<file path="config.mk">
export PLATFORM = sky130hd
export DESIGN_NAME = axis_frame_trunc_flat
export DESIGN_NICKNAME = d
export VERILOG_FILES = /design/src/rtl/axis_frame_trunc_if.sv /design/src/rtl/axis_frame_trunc.sv /design/src/flat_wrapper.sv
export SDC_FILE = /design/constraint.sdc
export NUM_CORES = 1
export LEC_CHECK = 0
export ABC_AREA = 1
export ABC_CLOCK_PERIOD_IN_PS = 8500
export CAP_MARGIN = 20
export CORE_MARGIN = 2
export CORE_UTILIZATION = 50
export CTS_CLUSTER_SIZE = 24
export DETAILED_ROUTE_END_ITERATION = 12
export GPL_ROUTABILITY_DRIVEN = 0
export PLACE_DENSITY_LB_ADDON = 0.15
export SYNTH_ARGS = -nofsm -noshare
export SYNTH_HDL_FRONTEND = slang
export SYNTH_SLANG_ARGS = --single-unit
</file>
<file path="constraint.sdc">
create_clock -name clk -period 8.5 [get_ports clk]
set_clock_uncertainty 0.1 [all_clocks]
set_input_delay 1.7 -clock clk [delete_from_list [all_inputs] [get_ports clk]]
set_output_delay 1.7 -clock clk [all_outputs]
set_load 0.01 [all_outputs]
</file>
<file path="src/rtl/axis_frame_trunc_if.sv">
// AXI-stream bundle used on both sides of the frame truncation stage.
// The master drives the payload and tvalid; the slave drives tready.
interface axis_frame_trunc_if #(
  parameter int unsigned DATA_W = 8,
  parameter int unsigned KEEP_W = (DATA_W + 7) / 8,
  parameter int unsigned ID_W   = 8,
  parameter int unsigned DST_W  = 8,
  parameter int unsigned USR_W  = 1
) ();
  logic [DATA_W-1:0] tdata;
  logic [KEEP_W-1:0] tkeep;
  logic              tlast;
  logic              tvalid;
  logic [ID_W-1:0]   tid;
  logic [DST_W-1:0]  tdest;
  logic [USR_W-1:0]  tuser;
  logic              tready;

  modport master (output tdata, tkeep, tlast, tvalid, tid, tdest, tuser, input tready);
  modport slave  (input tdata, tkeep, tlast, tvalid, tid, tdest, tuser, output tready);
endinterface

</file>
<file path="src/rtl/axis_frame_trunc.sv">
// Enforces a run-time maximum frame length on an AXI stream: oversized frames
// are cut at the limit beat (tlast forced, optionally marked) and the tail dropped.
module axis_frame_trunc #(
  parameter int unsigned DATA_W     = 8,
  parameter int unsigned KEEP_W     = (DATA_W + 7) / 8,
  parameter int unsigned ID_W       = 8,
  parameter int unsigned DST_W      = 8,
  parameter int unsigned USR_W      = 1,
  parameter int unsigned LEN_W      = 16,
  parameter int unsigned TRUNC_MARK = 1
) (
  input  logic                  clk,
  input  logic                  rst,
  axis_frame_trunc_if.slave     s_axis,
  axis_frame_trunc_if.master    m_axis,
  input  logic [LEN_W-1:0]      max_len,
  output logic                  stat_trunc,
  output logic                  stat_frame,
  output logic [15:0]           stat_drop_cnt
);

  typedef enum logic {ST_PASS = 1'b0, ST_DROP = 1'b1} state_t;

  typedef struct packed {
    logic [DATA_W-1:0] data;
    logic [KEEP_W-1:0] keep;
    logic              last;
    logic [ID_W-1:0]   id;
    logic [DST_W-1:0]  dest;
    logic [USR_W-1:0]  user;
  } pay_t;

  state_t           r_state;
  state_t           w_state_nxt;
  logic             r_live;
  logic [LEN_W-1:0] r_beat_cnt;
  logic [LEN_W-1:0] r_len_lim;
  pay_t             r_out_pay;
  logic             r_out_valid;
  pay_t             r_skid_pay;
  logic             r_skid_valid;
  logic             r_stat_trunc;
  logic             r_stat_frame;
  logic [15:0]      r_drop_cnt;

  logic             w_s_ready;
  logic             w_fwd;
  logic             w_drop;
  logic             w_trunc;
  logic             w_limit_hit;
  logic             w_mark;
  logic             w_out_ready;
  logic [LEN_W-1:0] w_len_lim;
  logic [LEN_W-1:0] w_cnt_sat;
  pay_t             w_in_pay;

  // The first beat of a frame is judged against the live max_len, later beats against the latched copy.
  assign w_len_lim   = (r_beat_cnt == '0) ? max_len : r_len_lim;
  assign w_limit_hit = (w_len_lim != '0) &&
                       (((LEN_W+1)'(r_beat_cnt) + (LEN_W+1)'(1)) == (LEN_W+1)'(w_len_lim));
  assign w_cnt_sat   = (&r_beat_cnt) ? r_beat_cnt : r_beat_cnt + LEN_W'(1);
  assign w_mark      = (TRUNC_MARK != 0) && w_trunc;
  assign w_out_ready = ~r_out_valid | m_axis.tready;

  assign w_in_pay.data = s_axis.tdata;
  assign w_in_pay.keep = s_axis.tkeep;
  assign w_in_pay.last = s_axis.tlast | w_trunc;
  assign w_in_pay.id   = s_axis.tid;
  assign w_in_pay.dest = s_axis.tdest;
  assign w_in_pay.user = s_axis.tuser | USR_W'(w_mark);

  always_ff @(posedge clk or posedge rst) begin
    if (rst) r_state <= ST_PASS;
    else     r_state <= w_state_nxt;
  end

  always_comb begin
    w_state_nxt = r_state;
    case (r_state)
      ST_PASS: if (w_trunc) w_state_nxt = ST_DROP;
      ST_DROP: if (w_drop && s_axis.tlast) w_state_nxt = ST_PASS;
      default: w_state_nxt = ST_PASS;
    endcase
  end

  always_comb begin
    w_s_ready = 1'b0;
    w_fwd     = 1'b0;
    w_drop    = 1'b0;
    w_trunc   = 1'b0;
    case (r_state)
      ST_PASS: begin
        w_s_ready = r_live & ~r_skid_valid;
        w_fwd     = s_axis.tvalid & w_s_ready;
        w_trunc   = w_fwd & w_limit_hit & ~s_axis.tlast;
      end
      ST_DROP: begin
        w_s_ready = r_live;
        w_drop    = s_axis.tvalid & w_s_ready;
      end
      default: ;
    endcase
  end

  // Frame bookkeeping and statistics.
  always_ff @(posedge clk or posedge rst) begin
    if (rst) begin
      r_live       <= 1'b0;
      r_beat_cnt   <= '0;
      r_len_lim    <= '0;
      r_stat_trunc <= 1'b0;
      r_stat_frame <= 1'b0;
      r_drop_cnt   <= '0;
    end else begin
      r_live       <= 1'b1;
      r_stat_trunc <= w_trunc;
      r_stat_frame <= (w_fwd | w_drop) & s_axis.tlast;
      if (w_fwd && r_beat_cnt == '0) r_len_lim <= max_len;
      if (w_fwd)                      r_beat_cnt <= s_axis.tlast ? '0 : w_cnt_sat;
      else if (w_drop && s_axis.tlast) r_beat_cnt <= '0;
      if (w_drop && r_drop_cnt != 16'hFFFF) r_drop_cnt <= r_drop_cnt + 16'd1;
    end
  end

  // Output register backed by one skid entry; the skid always drains first to keep order.
  always_ff @(posedge clk or posedge rst) begin
    if (rst) begin
      r_out_pay    <= '0;
      r_out_valid  <= 1'b0;
      r_skid_pay   <= '0;
      r_skid_valid <= 1'b0;
    end else if (w_out_ready) begin
      if (r_skid_valid) begin
        r_out_pay    <= r_skid_pay;
        r_out_valid  <= 1'b1;
        r_skid_valid <= 1'b0;
      end else if (w_fwd) begin
        r_out_pay    <= w_in_pay;
        r_out_valid  <= 1'b1;
      end else begin
        r_out_valid  <= 1'b0;
      end
    end else if (w_fwd) begin
      r_skid_pay   <= w_in_pay;
      r_skid_valid <= 1'b1;
    end
  end

  assign s_axis.tready = w_s_ready;
  assign m_axis.tvalid = r_out_valid;
  assign m_axis.tdata  = r_out_pay.data;
  assign m_axis.tkeep  = r_out_pay.keep;
  assign m_axis.tlast  = r_out_pay.last;
  assign m_axis.tid    = r_out_pay.id;
  assign m_axis.tdest  = r_out_pay.dest;
  assign m_axis.tuser  = r_out_pay.user;
  assign stat_trunc    = r_stat_trunc;
  assign stat_frame    = r_stat_frame;
  assign stat_drop_cnt = r_drop_cnt;

endmodule

</file>
<file path="src/flat_wrapper.sv">
// flat-port wrapper written by rule: the top's interface ports become plain ports
module axis_frame_trunc_flat 
#(
  parameter int unsigned DATA_W     = 8,
  parameter int unsigned KEEP_W     = (DATA_W + 7) / 8,
  parameter int unsigned ID_W       = 8,
  parameter int unsigned DST_W      = 8,
  parameter int unsigned USR_W      = 1,
  parameter int unsigned LEN_W      = 16,
  parameter int unsigned TRUNC_MARK = 1
)
  (clk, rst, max_len, stat_trunc, stat_frame, stat_drop_cnt, s_axis_tdata, s_axis_tkeep, s_axis_tlast, s_axis_tvalid, s_axis_tid, s_axis_tdest, s_axis_tuser, s_axis_tready, m_axis_tdata, m_axis_tkeep, m_axis_tlast, m_axis_tvalid, m_axis_tid, m_axis_tdest, m_axis_tuser, m_axis_tready);
  axis_frame_trunc_if #(.DATA_W(DATA_W), .KEEP_W(KEEP_W), .ID_W(ID_W), .DST_W(DST_W), .USR_W(USR_W)) s_axis_i ();
  axis_frame_trunc_if #(.DATA_W(DATA_W), .KEEP_W(KEEP_W), .ID_W(ID_W), .DST_W(DST_W), .USR_W(USR_W)) m_axis_i ();
  input  logic clk;
  input  logic rst;
  input  logic [LEN_W-1:0] max_len;
  output logic stat_trunc;
  output logic stat_frame;
  output logic [15:0] stat_drop_cnt;
  input wire logic [$bits(s_axis_i.tdata)-1:0] s_axis_tdata;
  input wire logic [$bits(s_axis_i.tkeep)-1:0] s_axis_tkeep;
  input wire logic [$bits(s_axis_i.tlast)-1:0] s_axis_tlast;
  input wire logic [$bits(s_axis_i.tvalid)-1:0] s_axis_tvalid;
  input wire logic [$bits(s_axis_i.tid)-1:0] s_axis_tid;
  input wire logic [$bits(s_axis_i.tdest)-1:0] s_axis_tdest;
  input wire logic [$bits(s_axis_i.tuser)-1:0] s_axis_tuser;
  output wire logic [$bits(s_axis_i.tready)-1:0] s_axis_tready;
  output wire logic [$bits(m_axis_i.tdata)-1:0] m_axis_tdata;
  output wire logic [$bits(m_axis_i.tkeep)-1:0] m_axis_tkeep;
  output wire logic [$bits(m_axis_i.tlast)-1:0] m_axis_tlast;
  output wire logic [$bits(m_axis_i.tvalid)-1:0] m_axis_tvalid;
  output wire logic [$bits(m_axis_i.tid)-1:0] m_axis_tid;
  output wire logic [$bits(m_axis_i.tdest)-1:0] m_axis_tdest;
  output wire logic [$bits(m_axis_i.tuser)-1:0] m_axis_tuser;
  input wire logic [$bits(m_axis_i.tready)-1:0] m_axis_tready;
  assign s_axis_i.tdata = s_axis_tdata;
  assign s_axis_i.tkeep = s_axis_tkeep;
  assign s_axis_i.tlast = s_axis_tlast;
  assign s_axis_i.tvalid = s_axis_tvalid;
  assign s_axis_i.tid = s_axis_tid;
  assign s_axis_i.tdest = s_axis_tdest;
  assign s_axis_i.tuser = s_axis_tuser;
  assign s_axis_tready = s_axis_i.tready;
  assign m_axis_tdata = m_axis_i.tdata;
  assign m_axis_tkeep = m_axis_i.tkeep;
  assign m_axis_tlast = m_axis_i.tlast;
  assign m_axis_tvalid = m_axis_i.tvalid;
  assign m_axis_tid = m_axis_i.tid;
  assign m_axis_tdest = m_axis_i.tdest;
  assign m_axis_tuser = m_axis_i.tuser;
  assign m_axis_i.tready = m_axis_tready;
  axis_frame_trunc #(.DATA_W(DATA_W), .KEEP_W(KEEP_W), .ID_W(ID_W), .DST_W(DST_W), .USR_W(USR_W), .LEN_W(LEN_W), .TRUNC_MARK(TRUNC_MARK)) u_core (.clk(clk), .rst(rst), .s_axis(s_axis_i), .m_axis(m_axis_i), .max_len(max_len), .stat_trunc(stat_trunc), .stat_frame(stat_frame), .stat_drop_cnt(stat_drop_cnt));
endmodule
</file>
==> metrics.txt, run 1 <==
outcome finished, final reports clean; Reg area 2700 um^2; sequential area share after synthesis 47.4%; MaxCap Viol Count 0; CTS root buf clkbuf_16; Net Switching 0.518 mW; CP max stage delay 1.01 ns; row count 38; All-Layer GR Usage a little under a quarter; Syn Area/Cell 7.44 um^2; Slowest-stage cell, CP dfrtp_1; share of cells above drive strength 1 6.79%; Initial Utilization 51.9%; combinational power share 27.7%; delay-heaviest family, CP buffers and inverters; Pwr Density roughly 230 nW/um^2; Req. time, crit path roughly 6.7 ns; Worst-Margin Slew 1.02 ns; Final Hold Fails 0; area of the mapped netlist 5700 um^2; H-tree lvl count 3; placed instance area 6710 um^2; Post-CTS Hold Buffers 0; crit path kind reg2out; Max Slew Vio Count 0; Synth cell types 34; RSZ-0062 raised after global routing no; synth-to-layout area growth 23.5%; fillers around 970; Worst VDD drop 163 uV; min Tclk post-route a little under 5 ns; Vias between 5,000 and 6,000; synth warn 0; post-DR wirelength/cell 13.9 um; initial antenna violation count 0; largest net degree at the start of global routing 70; internal power 1.09 mW; dpl hpwl just under 10 mm; power share of the clock group 29.1%; Congestion Overflow GR 0; cts repair resizes 0; HP Class reg2reg; clock slew at reported path FFs 0.07 ns; total negative slack 0 ns; WP data arrival 3.03 ns; drt pass-1 iters 5; Syn Nets 816; Setup crit end kind output port; vias per cell 5.17; final setup fails 0; IO Pins between 90 and 100; Seq cells post-synth 108; worst-skew pair later-pin latency 0.35 ns; Antenna Nets Post-Route 0; deepest clock path buffer count 2; Core ar. between 10,000 and 15,000 um^2; post-CTS setup buffer count 0; cell mode on critical path nor2_1; Slew HR 32.3%; DR DRC count 0; WP buf/inv 2; Mapped Cells 766; Port-buffer cells 93; first-pass GRT wire length 24.0 mm; die area 12,300 um^2; Sw Share 32.3%; crit-path cells inv_1 > nor2_1 > nor2_1 > clkdlybuf4s50_1; Seq pwr share 43.2%; Initial DRC Count 321; total CTS buffers 9; CP startpoint kind flip-flop; crit path max fanout 29; total power 1.60 mW; number of nets in the layout 899; die width 111 um; vias in the first global route 5,217; leakage 3.56 nW; diodes inserted 0; Tcrit/Tclk final 56.8%; finished layout cell area 7040 um^2; die height 111 um; Multi-input gate area 2550 um^2; CTS tree done; WL final 13.8 mm; TritonCTS Sinks ~110; fmax 0.207 GHz
-- power groups by stage --
stage	Combinational [mW]	Clock, mW	Sequential (mW)
after floorplan	0.284	0	0.702
after global placement	0.432	0	0.697
after detailed placement	0.444	0	0.701
after CTS	0.448	0.474	0.693
after global routing	0.508	0.498	0.708
final	0.444	0.467	0.693
-- per-stage QoR --
stage / cells / hold WS [ns] / util [%] / setup WS [ns]
global placement: 978 / 0.353 / 61.1 / 4.06
global route: 994 / 0.395 / 64.1 / 3.47
finish: 994 / 0.376 / 64.1 / 3.67
CTS: 994 / 0.376 / 64.1 / 3.67
floorplan: 766 / 0.342 / - / 3.85
detailed placement: 978 / 0.358 / 61.1 / 4.05
-- tightest hold or removal path: cells and delay by family, from the launching register on --
family        cells  cell delay [ns]
flops             1             0.35
simple gates      2             0.09
-- placed cells by master (no fill, tap or decap), types with 7 or more instances in the layout --
cell             instances
nand2_2                  7
nand3_1                 49
clkdlybuf4s50_1         93
a31oi_1                 25
nor2_2                  12
clkbuf_16                9
inv_1                   81
dfrtp_1                108
nand2_1                290
nor2_1                  67
o21ai_0                 25
xor2_1                  10
o22ai_1                 13
nor3_1                   8
-- layout make-up --
cell class | count | share of cell area [%]
Sequential cell | 108 | 38.4
Multi-Input combinational cell | 548 | 36.3
Timing Repair Buffer | 95 | 13.4
Inverter | 87 | 4.69
Clock buffer | 9 | 3.20
Tap cell | 140 | 2.49
Clock inverter | 7 | 1.49
-- worst paths after layout --
kind                       cells past startpoint            startpoint  slack [ns]                        to
setup reg to reg                               6   u_core.r_skid_valid        5.18    u_core.m_axis.tdata[1]
hold / removal                                 2  u_core.r_skid_pay[8]        0.38      u_core.r_skid_pay[8]
setup / recovery                               4   u_core.r_skid_valid        3.67             s_axis_tready
hold reg to reg                                2  u_core.r_skid_pay[8]        0.38      u_core.r_skid_pay[8]
min in group asynchronous                      2                   rst        1.64  u_core.stat_drop_cnt[13]
max in group asynchronous                      3                   rst        5.41    u_core.m_axis.tdata[3]
-- registers in the layout (all words and copies together) (netlist names), 8 cells and up --
register and flops:
u_core.m_axis.tdata 8, u_core.m_axis.tdest 8, u_core.m_axis.tid 8, u_core.r_beat_cnt 16, u_core.r_len_lim 16, u_core.r_skid_pay 27
u_core.stat_drop_cnt 16
-- synth_stat cells --
library cell / instances / area [um^2]
nand2_1: 290 / 1090
dfrtp_1: 108 / 2700
inv_1: 82 / 308
nor2_1: 68 / 255
nand3_1: 49 / 245
a31oi_1: 25 / 156
o21ai_0: 25 / 125
clkbuf_1: 17 / 63.8
o22ai_1: 13 / 81.3
nor2_2: 11 / 68.8
xor2_1: 10 / 87.6
nor3_1: 8 / 40.0
nand2_2: 7 / 43.8
nand4_1: 6 / 37.5
xnor2_1: 6 / 52.6
nand2_4: 5 / 56.3
a21oi_1: 4 / 20.0
inv_2: 4 / 15.0
buf_2: 3 / 15.0
ha_1: 3 / 37.5
nand3_2: 3 / 30.0
nor2_4: 3 / 33.8
buf_6: 2 / 22.5
nand3b_1: 2 / 15.0
o21ai_1: 2 / 10.0
o21ai_2: 2 / 17.5
a32o_1: 1 / 10.0
buf_8: 1 / 15.0
clkinv_2: 1 / 5.00
conb_1: 1 / 3.75
mux2_2: 1 / 11.3
nor3_2: 1 / 10.0
nor4_1: 1 / 6.26
o211ai_1: 1 / 7.51
-- per-layer routing --
metal / global-route usage, % / wire length [um]
met1: 29.3 / 6040
met3: 5.85 / 753
met4: 8.25 / 291
met2: 39.9 / 6720
met5: 0 / 0
-- cells by family after synthesis --
| family | after synthesis | share of synthesized area (%) |
|---|---|---|
| muxes | 1 | 0.198 |
| AOI/OAI and AO/OA | 73 | 7.51 |
| and+or+nand+nor | 454 | 33.9 |
| adders and majority gates | 3 | 0.659 |
| xor gates and xnor gates | 16 | 2.46 |
| buffers and inverters | 110 | 7.80 |
| other | 1 | 0.0658 |
| DFF | 108 | 47.4 |
(Power assumes the default switching activity.)
==> run 2, diff against run 1 <==
Settings changed: ABC_CLOCK_PERIOD_IN_PS 8500 to 4400, CORE_UTILIZATION 50 to 49.
Clock period 8.5 ns to 4.4 ns, I/O delays scaled along.
==> run 2 against run 1 <==
Sequential cell count unchanged. Global-route usage decreased by 0.44 points. Clock-buffer cell count up 1. Largest cell class unchanged.
==> metrics.txt, run 2 (synthesis gave the netlist of run 1 again) <==
initial antenna violation count 0 (unchanged); largest net degree at the start of global routing 84 (+20%); Reg2Reg Launch Point u_core.r_beat_cnt[0]; WP buf/inv 4 (+2); CP max stage delay 0.54 ns (-0.47 ns); IO Pins 94 (unchanged); Port-buffer cells 93 (unchanged); Setup crit end kind output port; cts repair resizes 0 (unchanged); Max Slew Vio Count 0 (unchanged); Req. time, crit path 3.42 ns (-3.28 ns); CP startpoint kind flip-flop; vias per cell 5.13 (-0.76%); Post-CTS Hold Buffers 0 (unchanged); r2r worst-path depth 15 (+9); Seq pwr share 44.7% (+1.5 points); hold path depth 2 (unchanged); die width 112 um (+0.98%); Slowest-stage cell, CP clkdlybuf4s50_1; Antenna Nets Post-Route 0 (unchanged); diodes inserted 0 (unchanged); post-CTS setup buffer count 0 (unchanged); number of nets in the layout 904 (+0.56%); DR DRC count 0 (unchanged); share of cells above drive strength 1 7.33% (+0.54 points); Pwr Density 424 nW/um^2 (+86%); H-tree lvl count 3 (unchanged); fmax 0.322 GHz; RSZ-0062 raised after global routing no; crit path max fanout 29 (unchanged); Reg with most FFs u_core.r_skid_pay; Congestion Overflow GR 0 (unchanged); Initial Utilization 50.1% (-1.8 points); Net Switching 0.998 mW (+92%); crit path kind reg2out; first-pass GRT wire length 23.4 mm (-2.3%); vias in the first global route 5,059 (-3.0%); dpl hpwl 9.59 mm (-1.5%); Tcrit/Tclk final 70.5%; Worst-Margin Slew 0.773 ns (-0.243 ns); worst hold endpoint u_core.r_skid_pay[21]; total negative slack 0 ns (unchanged); CTS root buf clkbuf_16; Slew HR 48.4% (+16 points); Final Hold Fails 0 (unchanged); worst-skew pair later-pin latency 0.35 ns (about the same); die height 112 um (+0.98%); leakage 3.58 nW (+0.35%); power share of the clock group 26.3% (-2.8 points); WP data arrival 2.12 ns (-0.91 ns); HP Class reg2reg; All-Layer GR Usage 23.1% (-0.44 points); WL final 13.7 mm (-1.1%); Vias 5,140 (+0.039%); Sw Share 33.3% (+0.98 points); row count 39 (+2.6%); hold_sp u_core.r_skid_pay[21]; deepest clock path buffer count 2 (unchanged); post-DR wirelength/cell 13.6 um (-1.9%); min Tclk post-route 3.10 ns; Worst VDD drop 390 uV (+140%); synth-to-layout area growth 23.9%; final setup fails 0 (unchanged); Core ar. 11,400 um^2 (+3.5%); Initial DRC Count 287 (-11%); total CTS buffers 9 (unchanged); drt pass-1 iters 5 (unchanged); max reg flops 27 (unchanged); internal power 2.00 mW (+84%); commonest non-fill, non-tap cells in the layout nand2_1, dfrtp_1, clkdlybuf4s50_1; combinational power share 28.9% (+1.2 points); delay-heaviest family, CP buffers and inverters; die area 12,500 um^2 (+2.0%); R2R Path End u_core.m_axis.tlast; worst hold slack 0.375 ns (-0.000543 ns); flop-to-flop setup slack 1.90 ns (-3.28 ns); outcome finished, final reports clean; MaxCap Viol Count 0 (unchanged); TritonCTS Sinks 108 (unchanged); most common cell after layout, fill and taps aside nand2_1; CTS tree done; clock slew at reported path FFs 0.07 ns (about the same); crit-path cells buf_4 > inv_1 > buf_4 > nor2_1 > nor2_1 > clkdlybuf4s50_1
[run 2: how the worst max path moves through the flow]
stage,slack (ns),depth (start not counted),end,from
6_report,1.30,6,s_axis_tready,u_core.r_skid_valid
2_1_floorplan,0.57,1,u_core.m_axis.tdata[0],rst
5_1_grt,1.17,6,s_axis_tready,u_core.r_skid_valid
3_5_place_dp,1.13,13,u_core.r_skid_pay[0],s_axis_tvalid
4_1_cts,1.27,6,s_axis_tready,u_core.r_skid_valid
3_3_place_gp,1.12,13,u_core.r_skid_pay[0],s_axis_tvalid
[run 2: power groups by stage]
stage	clock (mW)	combinational, mW	sequential (mW)
after floorplan	0	0.550	1.36
after global placement	0	0.839	1.35
after detailed placement	0	0.866	1.35
after CTS	0.808	0.868	1.34
after global routing	0.846	0.986	1.37
final	0.789	0.868	1.34
[run 2: tightest hold or removal path, stage by stage (launching register included)]
cell	delay [ns]
dfrtp_1	0.35
nand2_1	0.05
nand2_1	0.04
[run 2: metal layers]
metal  vias to the layer above  global-route usage, %  wire (um)
met5                         -                      0          0
met3                        21                   5.72        604
met4                         0                   7.90        301
met1                      2422                   30.1       6250
met2                       109                   37.9       6500
li1                       2588                      -          -
[run 2: area by class of cell]
cell class | count | area (um^2)
Inverter | 87 | 330
Sequential cell | 108 | 2700
Clock buffer | 10 | 239
Multi-Input combinational cell | 548 | 2550
Timing Repair Buffer | 100 | 1010
Tap cell | 143 | 179
Fill cell | 1013 | 4310
Clock inverter | 6 | 45.0
[run 2: through the flow]
step	cells	total power [mW]	cell area, um^2	utilization (%)	setup slack [ns]
finish	1002	3.00	7060	62.1	1.30
CTS	1000	3.02	7020	61.7	1.27
global route	1002	3.20	7060	62.1	1.17
detailed placement	984	2.22	6730	59.2	1.13
floorplan	766	1.91	5700	-	0.574
global placement	984	2.19	6730	59.2	1.12
==> run 3, diff against run 2 <==
Settings changed: ABC_CLOCK_PERIOD_IN_PS 4400 to 2700.
Clock period 4.4 ns to 2.7 ns, I/O delays scaled along.
==> run 3 against run 2 <==
Combinational power up 67%. First-iteration DRC count up 46%. Total power up 68%. Sequential power up 63%. Sequential cell count unchanged. Wire length up 2.7%. Final cell count up 0.70%. Via count up 1.4%. Setup slack worse by 0.97 ns. Critical path type is now reg2reg. Critical endpoint is now u_core.r_skid_pay[17]. Largest power group unchanged.
==> metrics.txt, run 3 (synthesis gave the netlist of run 1 again) <==
outcome finished, final reports clean; TritonCTS Sinks 108 (unchanged); final setup fails 0 (unchanged); DR DRC count 0 (unchanged); dpl hpwl 9.78 mm (+2.0%); post-CTS setup buffer count 0 (unchanged); Congestion Overflow GR 0 (unchanged); IO Pins 94 (unchanged); Slew HR 59.9% (+12 points); CTS root buf clkbuf_16; total negative slack 0 ns (unchanged); final core utilization 62.9% (+0.80 points); H-tree lvl count 3 (unchanged); die area 12,500 um^2 (unchanged); Req. time, crit path 2.88 ns (-0.54 ns); drt pass-1 iters 5 (unchanged); flop-to-flop setup slack 0.33 ns (-1.57 ns); crit path kind reg2reg; vias in the first global route 5,161 (+2.0%); MaxCap Viol Count 0 (unchanged); number of nets in the layout 911 (+0.77%); most common cell after layout, fill and taps aside nand2_1; leakage 3.62 nW (+1.2%); CTS tree done; die height 112 um (unchanged); vias per cell 5.17 (+0.70%); total CTS buffers 9 (unchanged); max reg flops 27 (unchanged); synth-to-layout area growth 25.5%; fmax 0.421 GHz; Max Slew Vio Count 0 (unchanged); Worst-Margin Slew 0.595 ns (-0.179 ns); WL final 14.0 mm (+2.7%); Setup crit end kind flip-flop; Core ar. 11,400 um^2 (unchanged); diodes inserted 0 (unchanged); CP startpoint kind flip-flop; Initial DRC Count 420 (+46%); row count 39 (unchanged); Pwr Density 702 nW/um^2 (+65%); clock slew at reported path FFs 0.08 ns (about the same); deepest clock path buffer count 2 (unchanged); cts repair resizes 0 (unchanged); Vias 5,212 (+1.4%); HP Class reg2reg; die width 112 um (unchanged); Antenna Nets Post-Route 0 (unchanged); worst hold slack 0.375 ns (-0.000270 ns); crit path max fanout 16 (-45%); commonest non-fill, non-tap cells in the layout nand2_1, dfrtp_1, clkdlybuf4s50_1; Worst VDD drop 474 uV (+22%); Port-buffer cells 93 (unchanged); min Tclk post-route 2.37 ns; Tcrit/Tclk final between 80% and 90%; initial antenna violation count 0 (unchanged); Reg with most FFs u_core.r_skid_pay; Final Hold Fails 0 (unchanged); largest net degree at the start of global routing 109 (+30%); Post-CTS Hold Buffers 0 (unchanged); worst-skew pair later-pin latency 0.36 ns (about the same); first-pass GRT wire length 24.3 mm (+3.8%); All-Layer GR Usage 23.7% (+0.63 points); WP data arrival 2.55 ns (+0.43 ns); RSZ-0062 raised after global routing no; share of cells above drive strength 1 7.97% (+0.63 points); Initial Utilization 50.1% (unchanged); post-DR wirelength/cell 13.9 um (+2.0%)
-- run 3: cell types whose count changed in the layout (fill, tap and decap cells not counted), sizes merged --
cell and delta:
bufinv +1, inv -1, buf +7
-- run 3: critical path, stage by stage (launching register included) --
cell     delay [ns]
dfrtp_1        0.41
inv_1          0.12
ha_1           0.25
nand2_1        0.11
nor2_4         0.13
nand2_4        0.17
nand2_1        0.13
nand2_1        0.09
nand2_1        0.09
nand2_1        0.06
nor2_1         0.08
nand2_1        0.06
nor2_2         0.12
nand3_2        0.16
nand2_1        0.09
nand2_1        0.06
o21ai_2        0.06
-- run 3: layout make-up --
cell class,instances,area [um^2]
clock buffer,10,229
clock inverter,6,82.6
fill,1022,4220
inverter,87,332
multi-input combinational,548,2550
sequential,108,2700
tap,143,179
timing repair buffer,107,1070
-- run 3: power by group --
part / leakage [nW] / switching, mW / internal (mW)
logic: 2.12 / 0.799 / 0.654
clock network: 0.148 / 0.648 / 0.740
registers: 1.35 / 0.208 / 1.97
total: 3.62 / 1.66 / 3.37
-- run 3: path summary, 6_finish.rpt --
kind,startpoint,to,depth (start not counted)
min,u_core.r_skid_pay[5],u_core.r_skid_pay[5],2
max,u_core.r_beat_cnt[0],u_core.r_skid_pay[17],16
max in group asynchronous,rst,u_core.stat_drop_cnt[0],3
min in group asynchronous,rst,u_core.r_len_lim[10],3
min reg2reg,u_core.r_skid_pay[5],u_core.r_skid_pay[5],2
max reg2reg,u_core.r_beat_cnt[0],u_core.r_skid_pay[17],16
-- run 3: layer usage --
layer  global-route usage (%)  routed length [um]  vias to the layer above
met2                     38.9                6780                      155
met4                     8.31                 297                        0
met3                     5.17                 759                       27
met5                        0                   0                        -
met1                     31.3                6180                     2435
li1                         -                   -                     2595
-- run 3: metrics by stage --
stage | std cells | worst slack, ns | total power [mW] | instance area (um^2)
2_1_floorplan | 766 | 0.656 | 3.11 | 5700
3_3_place_gp | 991 | 0.259 | 3.57 | 6810
3_5_place_dp | 991 | 0.216 | 3.63 | 6810
4_1_cts | 1007 | 0.252 | 5.03 | 7120
5_1_grt | 1009 | 0.106 | 5.35 | 7150
6_report | 1009 | 0.326 | 5.02 | 7150
